### src/rtl/fifo_sync_param.sv
// -----------------------------------------------------------------------------
// fifo_sync_param
//
// Synchronous circular-buffer FIFO with configurable width and depth. It sits
// between the MMIO write decode (producer) and the consuming logic (consumer)
// in a single clock domain.
//
// Handshake semantics (both sides):
//   - A push is accepted when wr_en is high and the FIFO is not full, or when
//     it is full but a pop is accepted in the same cycle. Rejected push data is
//     discarded and sets the sticky overflow flag.
//   - A pop is accepted when rd_en is high and the FIFO is not empty. There is
//     no empty bypass: a push and pop on an empty FIFO accepts only the push
//     and sets the sticky underflow flag.
//   - Popped data appears on q after the accepting edge, with a one-cycle
//     q_valid pulse. Without an accepted pop q holds its value.
//   - full/empty/almost_full/count reflect state after the most recent edge so
//     the producer/consumer can gate requests in the same cycle.
//
// Parameters:
//   WIDTH      data word width (>= 1)
//   DEPTH      number of entries (power of two, >= 2)
//   AF_THRESH  almost_full asserts when count >= AF_THRESH (1..DEPTH)
//
// Ports:
//   clk          clock, rising edge
//   rst          synchronous active-high reset (overrides push/pop)
//   wr_en, d     push request and data
//   rd_en        pop request
//   clr_err      clears overflow/underflow (a same-cycle error event wins)
//   q, q_valid   registered pop data and one-cycle valid pulse
//   full, empty, almost_full, count   occupancy status
//   overflow, underflow               sticky error flags
// -----------------------------------------------------------------------------
module fifo_sync_param #(
    parameter int unsigned WIDTH     = 64,
    parameter int unsigned DEPTH     = 8,
    parameter int unsigned AF_THRESH = DEPTH - 2
) (
    input  logic                     clk,
    input  logic                     rst,
    input  logic                     wr_en,
    input  logic [WIDTH-1:0]         d,
    input  logic                     rd_en,
    input  logic                     clr_err,
    output logic [WIDTH-1:0]         q,
    output logic                     q_valid,
    output logic                     full,
    output logic                     empty,
    output logic                     almost_full,
    output logic [$clog2(DEPTH):0]   count,
    output logic                     overflow,
    output logic                     underflow
);

    localparam int unsigned AW = $clog2(DEPTH);
    localparam int unsigned CW = AW + 1;

    localparam logic [CW-1:0] DEPTH_C = CW'(DEPTH);
    localparam logic [CW-1:0] AF_C    = CW'(AF_THRESH);

    logic [WIDTH-1:0] mem_q [DEPTH];

    logic [AW-1:0]    wr_ptr_q, wr_ptr_d;
    logic [AW-1:0]    rd_ptr_q, rd_ptr_d;
    logic [CW-1:0]    count_q, count_d;
    logic [WIDTH-1:0] q_q, q_d;
    logic             q_valid_q, q_valid_d;
    logic             overflow_q, overflow_d;
    logic             underflow_q, underflow_d;

    logic             full_w, empty_w;
    logic             wr_ok, rd_ok;

    // Status decoded straight from the occupancy register.
    assign full_w  = (count_q == DEPTH_C);
    assign empty_w = (count_q == '0);

    always_comb begin
        rd_ok = rd_en && !empty_w;
        // A full FIFO can still take a push when a pop frees a slot this cycle.
        wr_ok = wr_en && (!full_w || rd_ok);

        wr_ptr_d    = wr_ptr_q;
        rd_ptr_d    = rd_ptr_q;
        q_d         = q_q;
        q_valid_d   = 1'b0;

        if (wr_ok) begin
            wr_ptr_d = wr_ptr_q + AW'(1);
        end
        if (rd_ok) begin
            rd_ptr_d  = rd_ptr_q + AW'(1);
            q_d       = mem_q[rd_ptr_q];
            q_valid_d = 1'b1;
        end

        count_d = count_q + CW'(wr_ok) - CW'(rd_ok);

        // Set has priority over clear so no error event is ever lost.
        overflow_d  = (overflow_q  && !clr_err) || (wr_en && !wr_ok);
        underflow_d = (underflow_q && !clr_err) || (rd_en && !rd_ok);
    end

    // Storage is not reset; reset only blocks the write.
    always_ff @(posedge clk) begin
        if (!rst && wr_ok) begin
            mem_q[wr_ptr_q] <= d;
        end
    end

    always_ff @(posedge clk) begin
        if (rst) begin
            wr_ptr_q    <= '0;
            rd_ptr_q    <= '0;
            count_q     <= '0;
            q_q         <= '0;
            q_valid_q   <= 1'b0;
            overflow_q  <= 1'b0;
            underflow_q <= 1'b0;
        end else begin
            wr_ptr_q    <= wr_ptr_d;
            rd_ptr_q    <= rd_ptr_d;
            count_q     <= count_d;
            q_q         <= q_d;
            q_valid_q   <= q_valid_d;
            overflow_q  <= overflow_d;
            underflow_q <= underflow_d;
        end
    end

    assign q           = q_q;
    assign q_valid     = q_valid_q;
    assign full        = full_w;
    assign empty       = empty_w;
    assign almost_full = (count_q >= AF_C);
    assign count       = count_q;
    assign overflow    = overflow_q;
    assign underflow   = underflow_q;

endmodule

### config.mk
export PLATFORM = sky130hd
export DESIGN_NAME = fifo_sync_param
export DESIGN_NICKNAME = d
export VERILOG_FILES = /design/src/rtl/fifo_sync_param.sv
export SDC_FILE = /design/constraint.sdc
export NUM_CORES = 1
export LEC_CHECK = 0
export ABC_CLOCK_PERIOD_IN_PS = 13200
export BUFFER_PORTS_ARGS = -buffer_cell sky130_fd_sc_hd__buf_4
export CORE_MARGIN = 4
export CORE_UTILIZATION = 30
export CTS_CLUSTER_DIAMETER = 150
export DETAILED_ROUTE_END_ITERATION = 16
export GPL_ROUTABILITY_DRIVEN = 0
export PLACE_DENSITY = 0.42
export SYNTH_ARGS = -nofsm -noshare
export SYNTH_HDL_FRONTEND = slang
export SYNTH_SLANG_ARGS = --single-unit
export TNS_END_PERCENT = 1
### constraint.sdc
create_clock -name clk -period 13.2 [get_ports clk]
set_clock_uncertainty 0.2 [all_clocks]
set_input_delay 2.64 -clock clk [delete_from_list [all_inputs] [get_ports clk]]
set_output_delay 2.64 -clock clk [all_outputs]
set_load 0.02 [all_outputs]
==> metrics.yaml, run 1 <==
synth-simple-area-share: 0.03501
drc_errors: 0
hold_path.class: "flip-flop to flip-flop"
synthAdderAreaFrac: 0.005394
cts_setup_buffers: 0
power.leakage_nw: 8.728
cts_made_buffers: 67
max_slew.worst_pin.slew_ns: 1.224
initial_utilization: 0.3042
synth_edf_count: 512
min_period_over_period: 0.3995
worstPathMaxFanout: 40
final_area_um2: 26420
clkTransAtPathRegs_ns: 0.05
synth_top_family_by_area: "multiplexers"
ir_drop_uv: 95.11
tns_ns: 0
final-hold-violation-count: 0
wl_per_cell_um: 21.61
cts_max_path_buffers: 3
outcome: "completed"
whs_path_depth: 2
synth_top_cell_by_area: "edfxtp_1"
maxCapViolations: 0
io_pins: 143
setup_viol_count_final: 0
yosys.area_share.xor_xnor: 0.001573
cp-start-kind: "input port"
clockRootBuffer: "clkbuf_16"
grt_pass1_vias: 12100
clkLatencyLatePin_ns: 0.58
synth-async-reset-ratio: 0
synth.area.mux_share: 0.1160
fmax_ghz: 0.1896
finalCriticalPeriod_ns: 5.273
area_growth_pct: 18.63
rrSetupSlack_ns: 8.46
rows: 99
grt_pass1_wl_um: 80140
drtIter0Drc: 706
syn-instance-count: 1318
worstSetupPathType: "input port to flip-flop"
ant_nets: 0
port-buffer-count: 142
synth-compound-area-share: 0.05984
cp.required_ns: 13.20
tritoncts: "built"
core_um2: 73210
maxSlewHeadroom: 0.1818
fin_util: 0.3608
cts_resized: 0
dpl.hpwl_um: 29650
worstSetupEndpointType: "flip-flop"
num_vias: 11560
powerDensity_nw_per_um2: 195.2
synth_ff_type: "edfxtp_1"
grt_overflow_total: 0
drt-total-wl_um: 53710
antenna_found_initial: 3
yosys-top-cells-area: "edfxtp_1 69%, mux2i_1 12%, dfxtp_1 6.9%"
place_area_um2: 24320
cp.arrival_ns: 5.27
die_x_um: 280.4
dr.pass1.iters: 4
grt_max_degree: 68
yosysSeqAreaShare: 0.7597
cts.htree.levels: 3
placedCellCount: 2364
synth_area_per_cell_um2: 16.89
final_cells: 2486
track_usage: 0.1360
rsz0062_at_grt: "false"
yosysUniqueCellTypes: 33
dieArea_um2: 78650
layout.nets: 1552
syn-num-nets: 1396
netlist_area_um2: 22270
slew_viol_final: 0
yosys_warnings: 0
vias_per_cell: 4.648
reg2reg_depth: 7
yosys.area.top_type_share: 0.6905
ctsHoldBuffers: 0
ys_ff_latch: 589
cts.sinks: 589
yosys-top-cells-count: "512 x edfxtp_1, 258 x mux2i_1, 129 x a22oi_1"
yosysMostFrequentCell: "edfxtp_1"
fp.dieH_um: 280.4
drive_gt1_frac: 0.1815
-- report_power, final --
part	internal [mW]	leakage (nW)	switching (mW)	total, mW
Sequential	2.15	5.26	0.0866	2.24
Clock	1.05	1.03	0.707	1.75
Combinational	0.472	2.44	0.692	1.16
Total	3.67	8.73	1.49	5.16
-- final cells by class --
type,count,area (µm²)
Fill cell,6846,46790
Sequential cell,589,16920
Multi-Input combinational cell,642,4921
Clock buffer,106,2017
Timing Repair Buffer,166,1246
Tap cell,959,1200
Clock inverter,15,78.83
Inverter,8,30.03
Antenna cell,1,2.502
-- logic make-up (layout without fill, tap and decap cells) --
kind of cell / Yosys count / count (layout)
other: 0 / 1
XOR/XNOR: 4 / 4
AND/OR/NAND/NOR: 171 / 171
multiplexers: 258 / 258
AO/OA/AOI/OAI: 200 / 200
buffers and inverters: 87 / 295
adder cells (fa/ha/maj): 9 / 9
flip-flops: 589 / 589
-- registers in the layout (all words and copies together) (netlist names) --
| signal | count |
|---|---|
| rd_ptr_q | 3 |
| q | 64 |
| overflow | 1 |
| mem_q | 512 |
| underflow | 1 |
| wr_ptr_q | 3 |
| q_valid | 1 |
| count | 4 |
-- layer usage --
layer,part of all wire,GRT usage,up-vias
met5,0.00024,0,-
met4,0.017,0.04106,2
met3,0.037,0.02463,64
met2,0.47,0.2210,185
met1,0.47,0.1867,5828
li1,-,-,5476
-- placed cells by master, fill, tap and decap left out, drive strengths merged, types with 2 or more instances in the layout --
| cell type | n |
|---|---|
| clkbuf | 106 |
| nand2b | 4 |
| nor2b | 3 |
| dfxtp | 77 |
| ha | 8 |
| nor2 | 77 |
| a22oi | 129 |
| xnor2 | 2 |
| and2 | 2 |
| xor2 | 2 |
| inv | 10 |
| mux2i | 258 |
| nand2 | 11 |
| nor4 | 2 |
| a21oi | 67 |
| nor3 | 68 |
| edfxtp | 512 |
| clkinv | 12 |
| buf | 166 |
-- path summary, 6_finish.rpt --
| kind | to | from |
|---|---|---|
| setup / recovery | mem_q[4][56]$_DFFE_PP_ | rd_en |
| hold / removal | q[9]$_SDFFE_PP0N_ | q[9]$_SDFFE_PP0N_ |
| setup reg to reg | q[5]$_SDFFE_PP0N_ | rd_ptr_q[0]$_SDFFE_PP0N_ |
| hold reg to reg | q[9]$_SDFFE_PP0N_ | q[9]$_SDFFE_PP0N_ |
-- through the flow --
step	hold slack, ns	setup WS, ns	power (mW)
finish	0.2921	7.927	5.157
CTS	0.2970	7.917	5.255
floorplan	0.2815	3.145	3.107
global route	0.3138	7.712	5.427
detailed placement	0.2889	7.314	3.472
global placement	0.2892	7.340	3.470
-- worst max-delay path: stages --
cell,delay [ns]
buf_4,0.11
nand2b_1,0.06
a21boi_1,0.70
nand2_1,0.31
nor2_4,0.74
buf_4,0.63
No activity file was read; power rests on OpenSTA's default activity.
==> run 2, diff against run 1 <==
--- a/config.mk
+++ b/config.mk
@@ -5,7 +5,7 @@
 export SDC_FILE = /design/constraint.sdc
 export NUM_CORES = 1
 export LEC_CHECK = 0
-export ABC_CLOCK_PERIOD_IN_PS = 13200
+export ABC_CLOCK_PERIOD_IN_PS = 5400
 export BUFFER_PORTS_ARGS = -buffer_cell sky130_fd_sc_hd__buf_4
 export CORE_MARGIN = 4
 export CORE_UTILIZATION = 30
==> constraint.sdc (replaced) <==
create_clock -name clk -period 5.4 [get_ports clk]
set_clock_uncertainty 0.2 [all_clocks]
set_input_delay 1.08 -clock clk [delete_from_list [all_inputs] [get_ports clk]]
set_output_delay 1.08 -clock clk [all_outputs]
set_load 0.02 [all_outputs]
==> metrics.yaml, run 2 (synthesized netlist as in run 1, its figures left out) <==
regMostFlops: "mem_q"
grt_max_degree: 70  # +2.9%
max_slew.worst_pin.slew_ns: 1.030  # -0.1946 ns
cts.sinks: 589  # unchanged
antenna_found_initial: 2  # -1
final-hold-violation-count: 0  # unchanged
dr.pass1.iters: 4  # unchanged
grt_overflow_total: 0  # unchanged
maxCapViolations: 0  # unchanged
grt_pass1_vias: 12030  # -0.64%
track_usage: 0.1346  # -0.001377
min_from: "q[21]$_SDFFE_PP0N_"
worst_setup_path_startpoint: "count[2]$_SDFF_PP0_"
drtIter0Drc: 783  # +11%
outcome: "completed"
crit_slowest_cell: "buf_4"
port-buffer-count: 142  # unchanged
cts.htree.levels: 3  # unchanged
cp-start-kind: "flip-flop"
powerDensity_nw_per_um2: 477.9  # +140%
layout_common_cells: "512 x edfxtp_1, 258 x mux2i_1, 167 x buf_4"
mostFrequentLayoutCell: "edfxtp_1"
cts_max_path_buffers: 3  # unchanged
cts_setup_buffers: 0  # unchanged
worstPathCellList: "inv_1 > ha_1 > nor3b_2 > a21boi_1 > nand2_1 > nor3_2 > buf_4"
setup_viol_count_final: 0  # unchanged
io_pins: 143  # unchanged
worstSetupPathType: "flip-flop to flip-flop"
hold_ws_ns: 0.2932  # +0.001120 ns
grt_pass1_wl_um: 79200  # -1.2%
fin_ws_ns: 1.997  # -5.929 ns
ant_nets: 0  # unchanged
ctsHoldBuffers: 0  # unchanged
cts_resized: 0  # unchanged
die_x_um: 280.4  # unchanged
dpl.hpwl_um: 30730  # +3.6%
initial_utilization: 0.3042  # unchanged
power.leakage_nw: 8.767  # +0.45%
drc_errors: 0  # unchanged
core_um2: 73210  # unchanged
slew_viol_final: 0  # unchanged
seq_area_um2: 16920  # unchanged
dp_slack_ns: 1.534  # -5.780 ns
maxSlewHeadroom: 0.3119  # +0.1300
ir_drop_uv: 238.4  # +150%
clockRootBuffer: "clkbuf_16"
largest_register_ffs: 512  # unchanged
clkTransAtPathRegs_ns: 0.06  # about the same
multi_input_area_um2: 4938  # +0.36%
num_vias: 11640  # +0.72%
tritoncts: "built"
cp.arrival_ns: 3.40  # -1.87 ns
worstPathMaxFanout: 48  # +20%
wl_per_cell_um: 21.63  # +0.11%
finalCriticalPeriod_ns: 3.403
worstSetupEndpointType: "flip-flop"
rsz0062_at_grt: "false"
min_period_over_period: 0.6301
cts_made_buffers: 68  # +1.5%
cp.required_ns: 5.39  # -7.81 ns
slowest_delay_ns: 0.71  # -0.03 ns
rows: 99  # unchanged
fmax_ghz: 0.2939
vias_per_cell: 4.676  # +0.60%
drive_gt1_frac: 0.1838  # +0.002260
layout.nets: 1558  # +0.39%
hold_path.class: "flip-flop to flip-flop"
fp.dieH_um: 280.4  # unchanged
drt-total-wl_um: 53840  # +0.23%
reg2reg_from: "count[2]$_SDFF_PP0_"
dieArea_um2: 78650  # unchanged
area_growth_pct: 19.01
clkLatencyLatePin_ns: 0.59  # about the same
nFillCells: 6908  # +0.91%
## run 2: critical path: cells and delay by family (launching register included)
family                     cells  cell delay [ns]
and+or+nand+nor                3             0.73
AOI/OAI and AO/OA              1             0.69
DFF                            1             0.36
adders and majority gates      1             0.19
buffers and inverters          2             0.80
## run 2: final cells by class
class | count | area share
Antenna cell | 1 | 0.00009442
Clock buffer | 97 | 0.07337
Clock inverter | 22 | 0.005004
Inverter | 8 | 0.001133
Multi-Input combinational cell | 642 | 0.1863
Sequential cell | 589 | 0.6384
Tap cell | 959 | 0.04528
Timing Repair Buffer | 171 | 0.05033
## run 2: final timing paths
kind / end / slack (ns) / cells past startpoint
worst min-delay path: q[21]$_SDFFE_PP0N_ / 0.29 / 2
worst max-delay path: mem_q[3][52]$_DFFE_PP_ / 2.00 / 7
worst min register to register: q[21]$_SDFFE_PP0N_ / 0.29 / 2
worst max register to register: mem_q[3][52]$_DFFE_PP_ / 2.00 / 7
## run 2: power by group
group          leakage, nW  internal [mW]  switching, mW
sequential            5.26           5.26          0.243
clock                 1.03           2.54           1.73
combinational         2.48           1.17           1.72
total                 8.77           8.97           3.70
## run 2: per-layer routing
layer	wire [µm]	vias up	track usage	share of wire
met5	0	-	0	0
met4	984	0	0.03937	0.018
met3	2647	71	0.03095	0.049
met2	24770	205	0.2128	0.46
met1	25440	5886	0.1862	0.47
li1	-	5476	-	-
## run 2: per-stage QoR
stage / cells / util / power [mW] / setup TNS, ns / area (µm²)
2_1_floorplan: 1318 / - / 7.586 / -381.77 / 22290
4_1_cts: 2488 / 0.3620 / 12.92 / 0 / 26500
6_report: 2489 / 0.3620 / 12.66 / 0 / 26500
5_1_grt: 2488 / 0.3620 / 13.33 / 0 / 26500
3_5_place_dp: 2369 / 0.3336 / 8.570 / 0 / 24420
3_3_place_gp: 2369 / 0.3336 / 8.562 / 0 / 24420
==> run 3, diff against run 2 <==
--- a/config.mk
+++ b/config.mk
@@ -5,7 +5,8 @@
 export SDC_FILE = /design/constraint.sdc
 export NUM_CORES = 1
 export LEC_CHECK = 0
-export ABC_CLOCK_PERIOD_IN_PS = 5400
+export ABC_AREA = 1
+export ABC_CLOCK_PERIOD_IN_PS = 3500
 export BUFFER_PORTS_ARGS = -buffer_cell sky130_fd_sc_hd__buf_4
 export CORE_MARGIN = 4
 export CORE_UTILIZATION = 30
==> constraint.sdc (replaced) <==
create_clock -name clk -period 3.5 [get_ports clk]
set_clock_uncertainty 0.2 [all_clocks]
set_input_delay 0.7 -clock clk [delete_from_list [all_inputs] [get_ports clk]]
set_output_delay 0.7 -clock clk [all_outputs]
set_load 0.02 [all_outputs]
==> metrics.yaml, run 3 <==
outcome: "completed"
met2_usage: 0.2491  # +0.03638
yosysUniqueCellTypes: 22  # -33%
regMostFlops: "mem_q"
grt_max_degree: 201  # +190%
cp.arrival_ns: 2.93  # -0.47 ns
cts_max_path_buffers: 3  # unchanged
met1_usage: 0.1781  # -0.008079
syn-num-nets: 2477  # +77%
drc_errors: 0  # unchanged
grt_pass1_wl_um: 94610  # +19%
clkTransAtPathRegs_ns: 0.06  # about the same
powerDensity_nw_per_um2: 685.8  # +44%
maxCapViolations: 0  # unchanged
slowest_delay_ns: 0.57  # -0.14 ns
min_to: "mem_q[3][60]$_DFFE_PP_"
initial_utilization: 0.3047  # +0.0004870
vias_per_cell: 4.330  # -7.4%
dr.pass1.iters: 4  # unchanged
die_x_um: 294.7  # +5.1%
yosys-top-cells-count: "593 x nand2_1, 527 x inv_1, 512 x edfxtp_1"
ir_drop_uv: 541.1  # +130%
worstPathCellList: "inv_1 > ha_1 > nand2_1 > nand2_2 > nand2_1 > nand3_1 > nor2_4 > buf_12"
track_usage: 0.1415  # +0.006856
min_period_over_period: 0.8193  # +0.1892
worstPathMaxFanout: 26  # -46%
cp.required_ns: 3.56  # -1.83 ns
min_from: "d[60]"
fin_util: 0.3590  # -0.002982
ys_ff_latch: 589  # unchanged
rsz0062_at_grt: "false"
hold_ws_ns: 0.1507  # -0.1426 ns
dpl.hpwl_um: 32500  # +5.8%
num_vias: 15720  # +35%
cts.htree.levels: 3  # unchanged
crit_slowest_cell: "nor2_4"
final_area_um2: 29060  # +9.6%
syn-instance-count: 2399  # +82%
finalCriticalPeriod_ns: 2.868  # -0.5351 ns
layout_common_cells: "593 x nand2_1, 524 x inv_1, 512 x edfxtp_1"
yosys_warnings: 0  # unchanged
largest_register_ffs: 512  # unchanged
hold_path.class: "input port to flip-flop"
max_slew.worst_pin.slew_ns: 1.201  # +0.1708 ns
area_growth_pct: 17.85
synth_ff_type: "edfxtp_1"
crit_family: "simple AND/OR/NAND/NOR gates"
setup_viol_count_final: 0  # unchanged
tritoncts: "built"
fin_ws_ns: 0.6325  # -1.365 ns
dieArea_um2: 86850  # +10%
slew_viol_final: 0  # unchanged
synth-async-reset-ratio: 0  # unchanged
whs_path_depth: 1  # -1
place_area_um2: 26940  # +10%
reg2reg_depth: 8  # +1
yosys-top-cells-area: "edfxtp_1 62%, nand2_1 9.0%, inv_1 8.0%"
drtIter0Drc: 828  # +5.7%
r2r-end: "mem_q[7][21]$_DFFE_PP_"
layout.nets: 2597  # +67%
reg2reg_from: "count[2]$_SDFF_PP0_"
worstSetupEndpointType: "flip-flop"
grt-busiest-layer: "met2"
wl_per_cell_um: 16.82  # -22%
drt-total-wl_um: 61090  # +13%
yosysMostFrequentCell: "nand2_1"
dp_slack_ns: 0.5697  # -0.9648 ns
final-hold-violation-count: 0  # unchanged
grt_pass1_vias: 15680  # +30%
fp.dieH_um: 294.7  # +5.1%
clockRootBuffer: "clkbuf_16"
synth_top_cell_by_area: "edfxtp_1"
io_pins: 143  # unchanged
mostFrequentLayoutCell: "nand2_1"
core_um2: 80940  # +11%
cp_common_cell: "nand2_1"
cp-start-kind: "flip-flop"
ctsHoldBuffers: 0  # unchanged
synth_edf_count: 512  # unchanged
ant_nets: 0  # unchanged
yosysSeqAreaShare: 0.6860  # -0.07366
cts_setup_buffers: 0  # unchanged
fmax_ghz: 0.3487  # +19%
rrSetupSlack_ns: 0.63  # -1.36 ns
power.leakage_nw: 12.50  # +43%
synth_area_per_cell_um2: 10.28  # -39%
worstSetupPathType: "flip-flop to flip-flop"
rows: 104  # +5.1%
critPathBufInv: 2  # unchanged
cts_resized: 0  # unchanged
netlist_area_um2: 24660  # +11%
antenna_found_initial: 4  # +2
met3_usage: 0.02780  # -0.003149
yosys.area.top_type_share: 0.6235  # -0.06695
maxSlewHeadroom: 0.1996  # -0.1122
grt_overflow_total: 0  # unchanged
port-buffer-count: 142  # unchanged
cts.sinks: 589  # unchanged
cts_made_buffers: 69  # +1.5%
clkLatencyLatePin_ns: 0.59  # about the same
drive_gt1_frac: 0.1086  # -0.07518
run 3: logic make-up (layout without fill, tap and decap cells):
| group | Yosys count | count (layout) | synth area share |
|---|---|---|---|
| AO/OA/AOI/OAI | 140 | 140 | 0.02842 |
| XOR/XNOR | 2 | 2 | 0.0007105 |
| adder cells (fa/ha/maj) | 9 | 9 | 0.004871 |
| buffers and inverters | 652 | 822 | 0.1062 |
| flip-flops | 589 | 589 | 0.6860 |
| other | 0 | 2 | 0 |
| AND/OR/NAND/NOR | 1007 | 1007 | 0.1738 |
run 3: cell type report:
class                      instances  area (µm²)
antenna                            2       5.005
clock buffer                      94        1913
clock inverter                    27       198.9
fill                            8030       51880
inverter                         529        1999
multi-input combinational       1158        5185
sequential                       589       16930
tap                             1060        1326
timing repair buffer             172        1504
run 3: worst max-delay path by stage:
stage,from,to,depth (start not counted)
floorplan,count[2]$_SDFF_PP0_,mem_q[2][0]$_DFFE_PP_,6
global placement,rd_en,mem_q[7][12]$_DFFE_PP_,6
detailed placement,rd_en,mem_q[7][12]$_DFFE_PP_,6
CTS,count[2]$_SDFF_PP0_,mem_q[7][34]$_DFFE_PP_,8
global route,count[2]$_SDFF_PP0_,mem_q[7][24]$_DFFE_PP_,8
finish,count[2]$_SDFF_PP0_,mem_q[7][21]$_DFFE_PP_,8
run 3: stage by stage:
| step | TNS [ns] | instances | total power, mW |
|---|---|---|---|
| 2_1_floorplan | -75.40 | 2399 | 11.66 |
| 3_3_place_gp | 0 | 3508 | 13.39 |
| 3_5_place_dp | 0 | 3508 | 13.43 |
| 4_1_cts | 0 | 3629 | 20.36 |
| 5_1_grt | 0 | 3629 | 21.14 |
| 6_report | 0 | 3631 | 19.93 |
run 3: where the power goes:
group	internal, mW	total [mW]	switching, mW
Sequential	8.12	8.33	0.217
Combinational	1.54	4.80	3.26
Clock	4.03	6.80	2.77
run 3: worst register-to-register path: cells and delay by family, from the launching register on:
family,cells,cell delay [ns]
simple gates,5,1.39
buf+inv,2,0.38
flops,1,0.36
fa+ha+maj,1,0.20
run 3: layer usage:
layer / vias to the layer above / share of wire
met5: - / 0.00056
met4: 6 / 0.018
met3: 76 / 0.043
met2: 247 / 0.49
met1: 7452 / 0.45
li1: 7943 / -
